## src/rtl/key_debounce_multi_pkg.sv

```systemverilog
// Shared types, timing defaults and sizing helpers for the multi-key debouncer.
package key_debounce_multi_pkg;

  typedef enum logic [1:0] {
    HOLD_IDLE   = 2'd0,
    HOLD_HOLD   = 2'd1,
    HOLD_REPEAT = 2'd2,
    HOLD_DONE   = 2'd3
  } hold_state_e;

  localparam int DEF_N_KEYS          = 4;
  localparam int DEF_ACTIVE_LOW      = 1;
  localparam int DEF_DEBOUNCE_CYCLES = 1_000_000;
  localparam int DEF_LONG_CYCLES     = 50_000_000;
  localparam int DEF_REPEAT_CYCLES   = 10_000_000;

  function automatic int cnt_width(input int max_val);
    return (max_val < 1) ? 1 : $clog2(max_val + 1);
  endfunction

  function automatic int max2(input int a, input int b);
    return (a > b) ? a : b;
  endfunction

endpackage

```

## src/rtl/key_debounce_ch.sv

```systemverilog
// One key channel: 2-FF synchroniser, debounce counter, debounced level and hold FSM.
//   state       | meaning
//   HOLD_IDLE   | key released, no hold timing
//   HOLD_HOLD   | pressed, counting towards the long-press point
//   HOLD_REPEAT | long press fired, emitting periodic repeat pulses
//   HOLD_DONE   | long press fired, repeat disabled, waiting for release
module key_debounce_ch
  import key_debounce_multi_pkg::*;
#(
  parameter int ACTIVE_LOW      = DEF_ACTIVE_LOW,
  parameter int DEBOUNCE_CYCLES = DEF_DEBOUNCE_CYCLES,
  parameter int LONG_CYCLES     = DEF_LONG_CYCLES,
  parameter int REPEAT_CYCLES   = DEF_REPEAT_CYCLES
) (
  input  logic clk_50m,
  input  logic rst_n,
  input  logic key_raw_i,
  output logic level_o,
  output logic press_o,
  output logic release_o,
  output logic long_o,
  output logic repeat_o
);

  localparam int DW = cnt_width(DEBOUNCE_CYCLES);
  localparam int HW = cnt_width(max2(LONG_CYCLES, REPEAT_CYCLES));
  localparam logic POL = (ACTIVE_LOW != 0);
  localparam logic [DW-1:0] D_TC = DW'(DEBOUNCE_CYCLES - 1);
  localparam logic [HW-1:0] L_TC = HW'(LONG_CYCLES - 1);
  localparam logic [HW-1:0] R_TC = (REPEAT_CYCLES == 0) ? '0 : HW'(REPEAT_CYCLES - 1);

  logic          s0_q, s0_d, s1_q, s1_d;
  logic [DW-1:0] dcnt_q, dcnt_d;
  logic          level_q, level_d;
  logic          press_q, press_d, release_q, release_d;
  logic          long_q, long_d, repeat_q, repeat_d;
  logic [HW-1:0] hcnt_q, hcnt_d;
  hold_state_e   state_q, state_d;
  logic          rise, fall;

  always_ff @(posedge clk_50m or negedge rst_n) begin
    if (!rst_n) begin
      s0_q      <= 1'b0;
      s1_q      <= 1'b0;
      dcnt_q    <= '0;
      level_q   <= 1'b0;
      press_q   <= 1'b0;
      release_q <= 1'b0;
      long_q    <= 1'b0;
      repeat_q  <= 1'b0;
      hcnt_q    <= '0;
      state_q   <= HOLD_IDLE;
    end else begin
      s0_q      <= s0_d;
      s1_q      <= s1_d;
      dcnt_q    <= dcnt_d;
      level_q   <= level_d;
      press_q   <= press_d;
      release_q <= release_d;
      long_q    <= long_d;
      repeat_q  <= repeat_d;
      hcnt_q    <= hcnt_d;
      state_q   <= state_d;
    end
  end

  always_comb begin
    // Synchroniser stores the normalised level: 1 = pressed, reset = released.
    s0_d    = key_raw_i ^ POL;
    s1_d    = s0_q;
    level_d = level_q;
    dcnt_d  = '0;
    rise    = 1'b0;
    fall    = 1'b0;
    if (s1_q != level_q) begin
      if (dcnt_q == D_TC) begin
        level_d = s1_q;
        rise    = s1_q;
        fall    = ~s1_q;
      end else begin
        dcnt_d = dcnt_q + DW'(1);
      end
    end
    press_d   = rise;
    release_d = fall;

    state_d  = state_q;
    hcnt_d   = hcnt_q;
    long_d   = 1'b0;
    repeat_d = 1'b0;
    if (fall) begin
      state_d = HOLD_IDLE;
      hcnt_d  = '0;
    end else begin
      case (state_q)
        HOLD_IDLE: begin
          if (rise) begin
            state_d = HOLD_HOLD;
            hcnt_d  = '0;
          end
        end
        HOLD_HOLD: begin
          if (hcnt_q == L_TC) begin
            long_d  = 1'b1;
            hcnt_d  = '0;
            state_d = (REPEAT_CYCLES == 0) ? HOLD_DONE : HOLD_REPEAT;
          end else begin
            hcnt_d = hcnt_q + HW'(1);
          end
        end
        HOLD_REPEAT: begin
          if (hcnt_q == R_TC) begin
            repeat_d = 1'b1;
            hcnt_d   = '0;
          end else begin
            hcnt_d = hcnt_q + HW'(1);
          end
        end
        HOLD_DONE: ;
        default: state_d = HOLD_IDLE;
      endcase
    end
  end

  assign level_o   = level_q;
  assign press_o   = press_q;
  assign release_o = release_q;
  assign long_o    = long_q;
  assign repeat_o  = repeat_q;

endmodule

```

## src/rtl/key_debounce_multi.sv

```systemverilog
// N-channel push-button conditioner; each key gets a fully independent channel.
module key_debounce_multi
  import key_debounce_multi_pkg::*;
#(
  parameter int N_KEYS          = DEF_N_KEYS,
  parameter int ACTIVE_LOW      = DEF_ACTIVE_LOW,
  parameter int DEBOUNCE_CYCLES = DEF_DEBOUNCE_CYCLES,
  parameter int LONG_CYCLES     = DEF_LONG_CYCLES,
  parameter int REPEAT_CYCLES   = DEF_REPEAT_CYCLES
) (
  input  logic              clk_50m,
  input  logic              rst_n,
  input  logic [N_KEYS-1:0] key_in,
  output logic [N_KEYS-1:0] key_level,
  output logic [N_KEYS-1:0] key_press,
  output logic [N_KEYS-1:0] key_release,
  output logic [N_KEYS-1:0] key_long,
  output logic [N_KEYS-1:0] key_repeat
);

  for (genvar g = 0; g < N_KEYS; g++) begin : g_ch
    key_debounce_ch #(
      .ACTIVE_LOW     (ACTIVE_LOW),
      .DEBOUNCE_CYCLES(DEBOUNCE_CYCLES),
      .LONG_CYCLES    (LONG_CYCLES),
      .REPEAT_CYCLES  (REPEAT_CYCLES)
    ) u_ch (
      .clk_50m  (clk_50m),
      .rst_n    (rst_n),
      .key_raw_i(key_in[g]),
      .level_o  (key_level[g]),
      .press_o  (key_press[g]),
      .release_o(key_release[g]),
      .long_o   (key_long[g]),
      .repeat_o (key_repeat[g])
    );
  end

endmodule

```

## config.mk

```make
export PLATFORM = sky130hd
export DESIGN_NAME = key_debounce_multi
export DESIGN_NICKNAME = d
export VERILOG_FILES = /design/src/rtl/key_debounce_multi_pkg.sv /design/src/rtl/key_debounce_ch.sv /design/src/rtl/key_debounce_multi.sv
export SDC_FILE = /design/constraint.sdc
export NUM_CORES = 1
export LEC_CHECK = 0
export BUFFER_PORTS_ARGS = -buffer_cell sky130_fd_sc_hd__buf_2
export CORE_MARGIN = 2
export CORE_UTILIZATION = 30
export CTS_CLUSTER_DIAMETER = 120
export DETAILED_ROUTE_END_ITERATION = 7
export MAX_ROUTING_LAYER = met4
export SYNTH_ARGS = -nofsm -noshare
export SYNTH_HDL_FRONTEND = slang
export SYNTH_SLANG_ARGS = --single-unit
```

## constraint.sdc

```tcl
create_clock -name clk_50m -period 4.5 [get_ports clk_50m]
set_clock_uncertainty 0.15 [all_clocks]
set_input_delay 0.9 -clock clk_50m [delete_from_list [all_inputs] [get_ports clk_50m]]
set_output_delay 0.9 -clock clk_50m [all_outputs]
set_load 0.02 [all_outputs]
```

## Yosys cells after proc, flatten, opt, wreduce, memory -nomap -nowiden

Cells that the tools add are included.

| cells by class | value |
|---|---|
| equal/unequal tests | 32 |
| $mul | 0 |
| magnitude comparators | 0 |
| add/sub/neg operators | 8 |
| bitwise operators | 8 |
| reductions and logical operators | 24 |
| shift operators | 0 |
| multiplexer cells | 84 |
| div/mod/pow operators | 0 |

Operators by type and width:

| cell | number |
|---|---|
| two-way mux 26 bit | 16 |
| case mux 26 bit (3 select lines) | 4 |
| two-way mux 20 bit | 8 |
| adder 26 x 1 -> 26 bit, second input constant | 4 |
| == test 26 x 24 -> 1 bit, second input constant | 4 |
| == test 26 bit, second input constant | 4 |
| adder 20 x 1 -> 20 bit, second input constant | 4 |
| == test 20 bit, second input constant | 4 |
| two-way mux 1 bit | 40 |
| two-way mux 2 bit | 12 |
| inequality test 3 x 1 -> 1 bit, second input constant | 8 |
| case mux 2 bit (2 select lines) | 4 |
| AND reduction 2 bit | 8 |
| nonzero test 4 bit | 4 |
| AND reduction 3 bit | 4 |
| nonzero test 3 bit | 4 |
| == test 2 x 1 -> 1 bit, second input constant | 4 |
| == test 2 bit, second input constant | 4 |
| logical NOT 2 bit | 4 |
| inverter 1 bit | 8 |
| inequality test 1 bit | 4 |

| word-level totals | value |
|---|---|
| bits in registers | 220 |
| bits of input ports | 6 |
| memories | 0 |
| bits in writable memories | 0 |
| bits in read-only memories | 0 |
| bits in latches | 0 |

## Longest topological paths before layout

| depth | value |
|---|---|
| depth in word-level cells | 6 |
| gate-level depth with buffers | 10 |
| depth with buffers taken out | 8 |

## Hierarchy

A second synthesis with hierarchy kept.

| unflattened totals | value |
|---|---|
| cell total of the unflattened synthesis | 1,265 |
| area total of the unflattened synthesis | 11,811.3 um2 |

Modules (own cells, without submodules):

| module | instances | cells an instance | area an instance (um2) | sequential area each (um2) |
|---|---|---|---|---|
| key_debounce_ch (g_ch[0].u_ch ...) | 3 | 317 | 2,969.1 | 1,376.3 |
| key_debounce_ch (g_ch[3].u_ch) | 1 | 314 | 2,904.0 | 1,376.3 |

## Least setup slack after synthesis

Ideal clock, no wire load.

| timing | value |
|---|---|
| path kind | flip-flop to flip-flop |
| start point | register g_ch[1].u_ch.hcnt_q[8] |
| end point | register g_ch[1].u_ch.hcnt_q[10] |
| arrival time | 2,367 ps |
| cell stages (with the launch flop) | 9 |
| data required time | 4,215 ps |
| slack | 1,848 ps |
| cell sequence | dfrtp_1 > or4_1 > or4_4 > o41ai_2 > a211oi_1 > nand2b_1 > buf_4 > buf_6 > o311ai_1 |

| between the ends | value |
|---|---|
| longest elaborated chain between the ends | 4 |
| elaborated cells on any way between the ends | 7 |
| classes of those cells | 1 x add/sub; 2 x eq/ne; 4 x mux |

Ends and longest elaborated chain:

| item | RTL line | text |
|---|---|---|
| start: declaration | key_debounce_ch.sv:37 | `logic [HW-1:0] hcnt_q, hcnt_d;` |
| start signal: assignment | key_debounce_ch.sv:62 | `hcnt_q <= hcnt_d;` |
| adder 26 x 1 -> 26 bit, or another cell as far along | key_debounce_ch.sv:108, key_debounce_ch.sv:116 |  |
| two-way mux 26 bit (on tied branches) | key_debounce_ch.sv:112, key_debounce_ch.sv:103 |  |
| case mux 26 bit (3 select lines) * | key_debounce_ch.sv:95 | `case (state_q)` |
| two-way mux 26 bit * | key_debounce_ch.sv:91 | `if (fall) begin` |

Every way passes the cells marked *; elsewhere a longest branch is shown, timed or not.
A chain may end at the register's enable or synchronous reset.

## Final worst setup path

| timing | value |
|---|---|
| start point | register g_ch[1].u_ch.hcnt_q[8] |
| end point | register g_ch[1].u_ch.hcnt_q[15] |

The elaborated chain is that of the path after synthesis.

==> results.yml <==
setup_path:
  critical_setup_path_kind: "reg2reg"
  cell_family_with_most_cp_delay: "simple AND/OR/NAND/NOR gates"
  cp_data_arrival_time_ns: 3.72
  cp_launch_type: "flip-flop"
  timing.critical_path.required_ns: 4.74
  largest_stage_delay_worst_path_ns: 0.58
  timing.critical_path.buf_inv: 2
  crit_slowest_cell: "nand2b_1"
  path_cells: "or4_1 > or4_4 > o41ai_2 > a211oi_2 > buf_4 > nand2b_1 > buf_4 > o311ai_1"
  worstSetupEndpointType: "flip-flop"
  timing.critical_path.fanout_max: 25
  worst_r2r_path_depth: 8
  timing.critical_path.depth: 8
  critical-path-top-cell-by-count: "buf_4"
final_layout:
  final-instance-count-excl-fill: 1811
  antenna-diode-count: 0
  layout.nets: 1304
  drive_above_1_share: 0.0889
  synthToLayoutAreaGrowth_pct: 12.0
min_path:
  hold_path.class: "reg2reg"
  hold_depth: 0
place:
  dp.cells: 1769
  io_buffer_count: 25
  place.detailed.hpwl_um: 15900
  globalplace.congestion: 0.804
floorplanning:
  start_util: 0.305
  die-height_um: 202
  placement_rows: 72
  core_region_um2: 38700
  horizontal_extent_of_the_die_um: 202
  ios: 26
  design.die.area_um2: 41000
cts:
  holdBufCountCts: 0
  cts_tree: "done"
  cts_post_setup_buffers_inserted: 0
  clock_insertion_delay_worst_skew_ns: 0.53
  clock_sinks: 220
  max-clock-path-buffers: 3
  clk_pin_slew_ns: 0.06
  htreeDepth: 1
  postCtsResizedCells: 0
  numCtsBuffers: 25
  clock_tree.root_cell: "clkbuf_16"
sta:
  maxSlewHeadroom: 0.224
  timing.final.max_slew_violations: 0
  final.setup.tns_ns: 0
  finalWorstPathRequiredPeriod_ns: 3.48
  max_freq_ghz: 0.288
  worstMarginPinSlew_ns: 1.15
  finalCritPeriodShare: 0.773
  final-hold-violation-count: 0
  setup_viol: 0
  rsz0062_at_grt: "no"
detailed_routing:
  vias: 9332
  drt_first_pass_iters: 5
  route.antenna.remaining_nets: 0
  detail_route.drc_violations: 0
  post_drt_wl_per_cell_um: 13.5
  drtIter0Drc: 485
  vias_per_cell: 5.15
  total_wire_length_um: 24500
synthesis:
  yosysSeqAreaShare: 0.466
  xor_xnor_portion_of_the_synthesized_cell_area: 0.0526
  synthTopCellsByArea: "dfrtp_1, nand3_1, nand2_1"
  synth.mux.area_fraction: 0.00720
  dominant_combinational_cell_family_by_area_after_synthesis: "simple AND/OR/NAND/NOR gates"
  ys.warnings.count: 0
  avgSynthCellArea_um2: 9.29
  ys_seq_elements: 220
  syn_inst: 1272
  yosysUniqueCellTypes: 63
  synthesis.nets: 1298
  mappedNetlistArea_um2: 11800
  compound_cell_area_share_of_the_yosys_netlist: 0.133
  yosysMostFrequentCell: "dfrtp_1"
  synth-main-ff-cell: "dfrtp_1"
  post-synth-top-area-cell: "dfrtp_1"
  synth_simple_gate_area_frac: 0.271
  post-synth-top-area-fraction: 0.466
  yosys.area_share.adder: 0.0212
  synth-edff-count: 0
  asyncSetResetFlopFracSynth: 1.00
  synth.top_cells.by_count: "dfrtp_1, nand3_1, nand2_1, nor2_1, inv_1"
pwr:
  worst_ir_drop_vdd_mv: 0.208
  power_per_cell_area_nw_per_um2: 313
  cellLeakagePower_nw: 5.27
grt:
  global_route.usage.total: 0.124
  grt_first_pass_wirelength_um: 43100
  pin_count_of_the_biggest_net_entering_global_routing: 112
  antenna_found_initial: 0
  grt.overflow.total: 0
  first_global_vias: 9013
outcome:
  run_status: "finished, final reports clean"
job:
  max-cap-violations: 0
report_power, final:
group	leakage, nW	switching [W]	total, W	internal (W)
clock network	0.415	0.000812	0.00207	0.00125
logic	1.81	0.0000616	0.0000809	0.0000193
registers	3.05	0.0000112	0.00200	0.00199
total	5.27	0.000885	0.00415	0.00326
metal layers:
metal / GRT usage / share of wire
met4: 0.0339 / 0.017
met3: 0.0140 / 0.036
met5: - / 0
met1: 0.165 / 0.49
met2: 0.201 / 0.46
worst reg2reg max path: stages (launching register included):
cell and delay [ns]:
dfrtp_1 0.43, or4_1 0.51, or4_4 0.52, o41ai_2 0.39, a211oi_2 0.11, buf_4 0.23, nand2b_1 0.59, buf_4 0.29
o311ai_1 0.11
logic make-up after synthesis:
family,after synthesis
flops,220
buf+inv,119
mux,8
simple gates,614
xor+xnor,71
compound gates,220
fa+ha+maj,20
sequential cells by signal (all words and copies together) (netlist names):
register             flops
g_ch.u_ch.hcnt_q       104
g_ch.u_ch.dcnt_q        80
g_ch.u_ch.state_q        8
g_ch.u_ch.level_o        4
g_ch.u_ch.long_o         4
g_ch.u_ch.press_o        4
g_ch.u_ch.release_o      4
g_ch.u_ch.repeat_o       4
g_ch.u_ch.s0_q           4
g_ch.u_ch.s1_q           4
final timing paths:
check | slack (ns) | startpoint | endpoint
max | 1.02 | g_ch[1].u_ch.hcnt_q[8]$_DFFE_PN0P_ | g_ch[1].u_ch.hcnt_q[15]$_DFFE_PN0P_
min in group asynchronous | 0.27 | rst_n | g_ch[0].u_ch.hcnt_q[17]$_DFFE_PN0P_
min reg2reg | 0.20 | g_ch[0].u_ch.s0_q$_DFF_PN0_ | g_ch[0].u_ch.s1_q$_DFF_PN0_
max reg2reg | 1.02 | g_ch[1].u_ch.hcnt_q[8]$_DFFE_PN0P_ | g_ch[1].u_ch.hcnt_q[15]$_DFFE_PN0P_
min | 0.20 | g_ch[0].u_ch.s0_q$_DFF_PN0_ | g_ch[0].u_ch.s1_q$_DFF_PN0_
max in group asynchronous | 2.82 | rst_n | g_ch[1].u_ch.hcnt_q[14]$_DFFE_PN0P_
final cells by class:
cell class / instances / area [um2]
clock buffers: 34 / 739
clock inverters: 8 / 96.3
fillers: 3941 / 25500
inverters: 56 / 210
multi-input cells: 933 / 5770
flip-flops and latches: 220 / 5510
well taps: 518 / 648
repair buffers: 42 / 275
placed cells by master (no fill, tap or decap), drive strengths merged, types with 5 or more instances in the layout:
cell type and n:
nand3 134, inv 57, or3 13, clkbuf 34
a31oi 32, xnor2 36, nand2b 9, a22oi 16
o211ai 6, o311ai 36, o21a 15, or2 12
nor4 14, nand2 124, o21ai 27, buf 42
nor2 117, o31ai 37, nor3 18, nor4b 8
and4 13, and2 34, dfrtp 220, o22ai 5
a21oi 22, xor2 35, ha 20, nor2b 14
and3 20, o41ai 9, or4 9, nand4 45
per-stage QoR:
step	instance area, um2	utilization	hold slack (ns)	setup slack, ns	total power [W]
floorplan	11800	-	0.181	1.85	0.00207
global placement	12400	0.320	0.183	1.08	0.00212
detailed placement	12400	0.320	0.185	1.02	0.00212
CTS	13200	0.342	0.199	1.00	0.00423
global route	13200	0.342	0.212	0.820	0.00432
finish	13200	0.342	0.197	1.02	0.00415
Note: power is estimated with default switching activity, not from simulation.
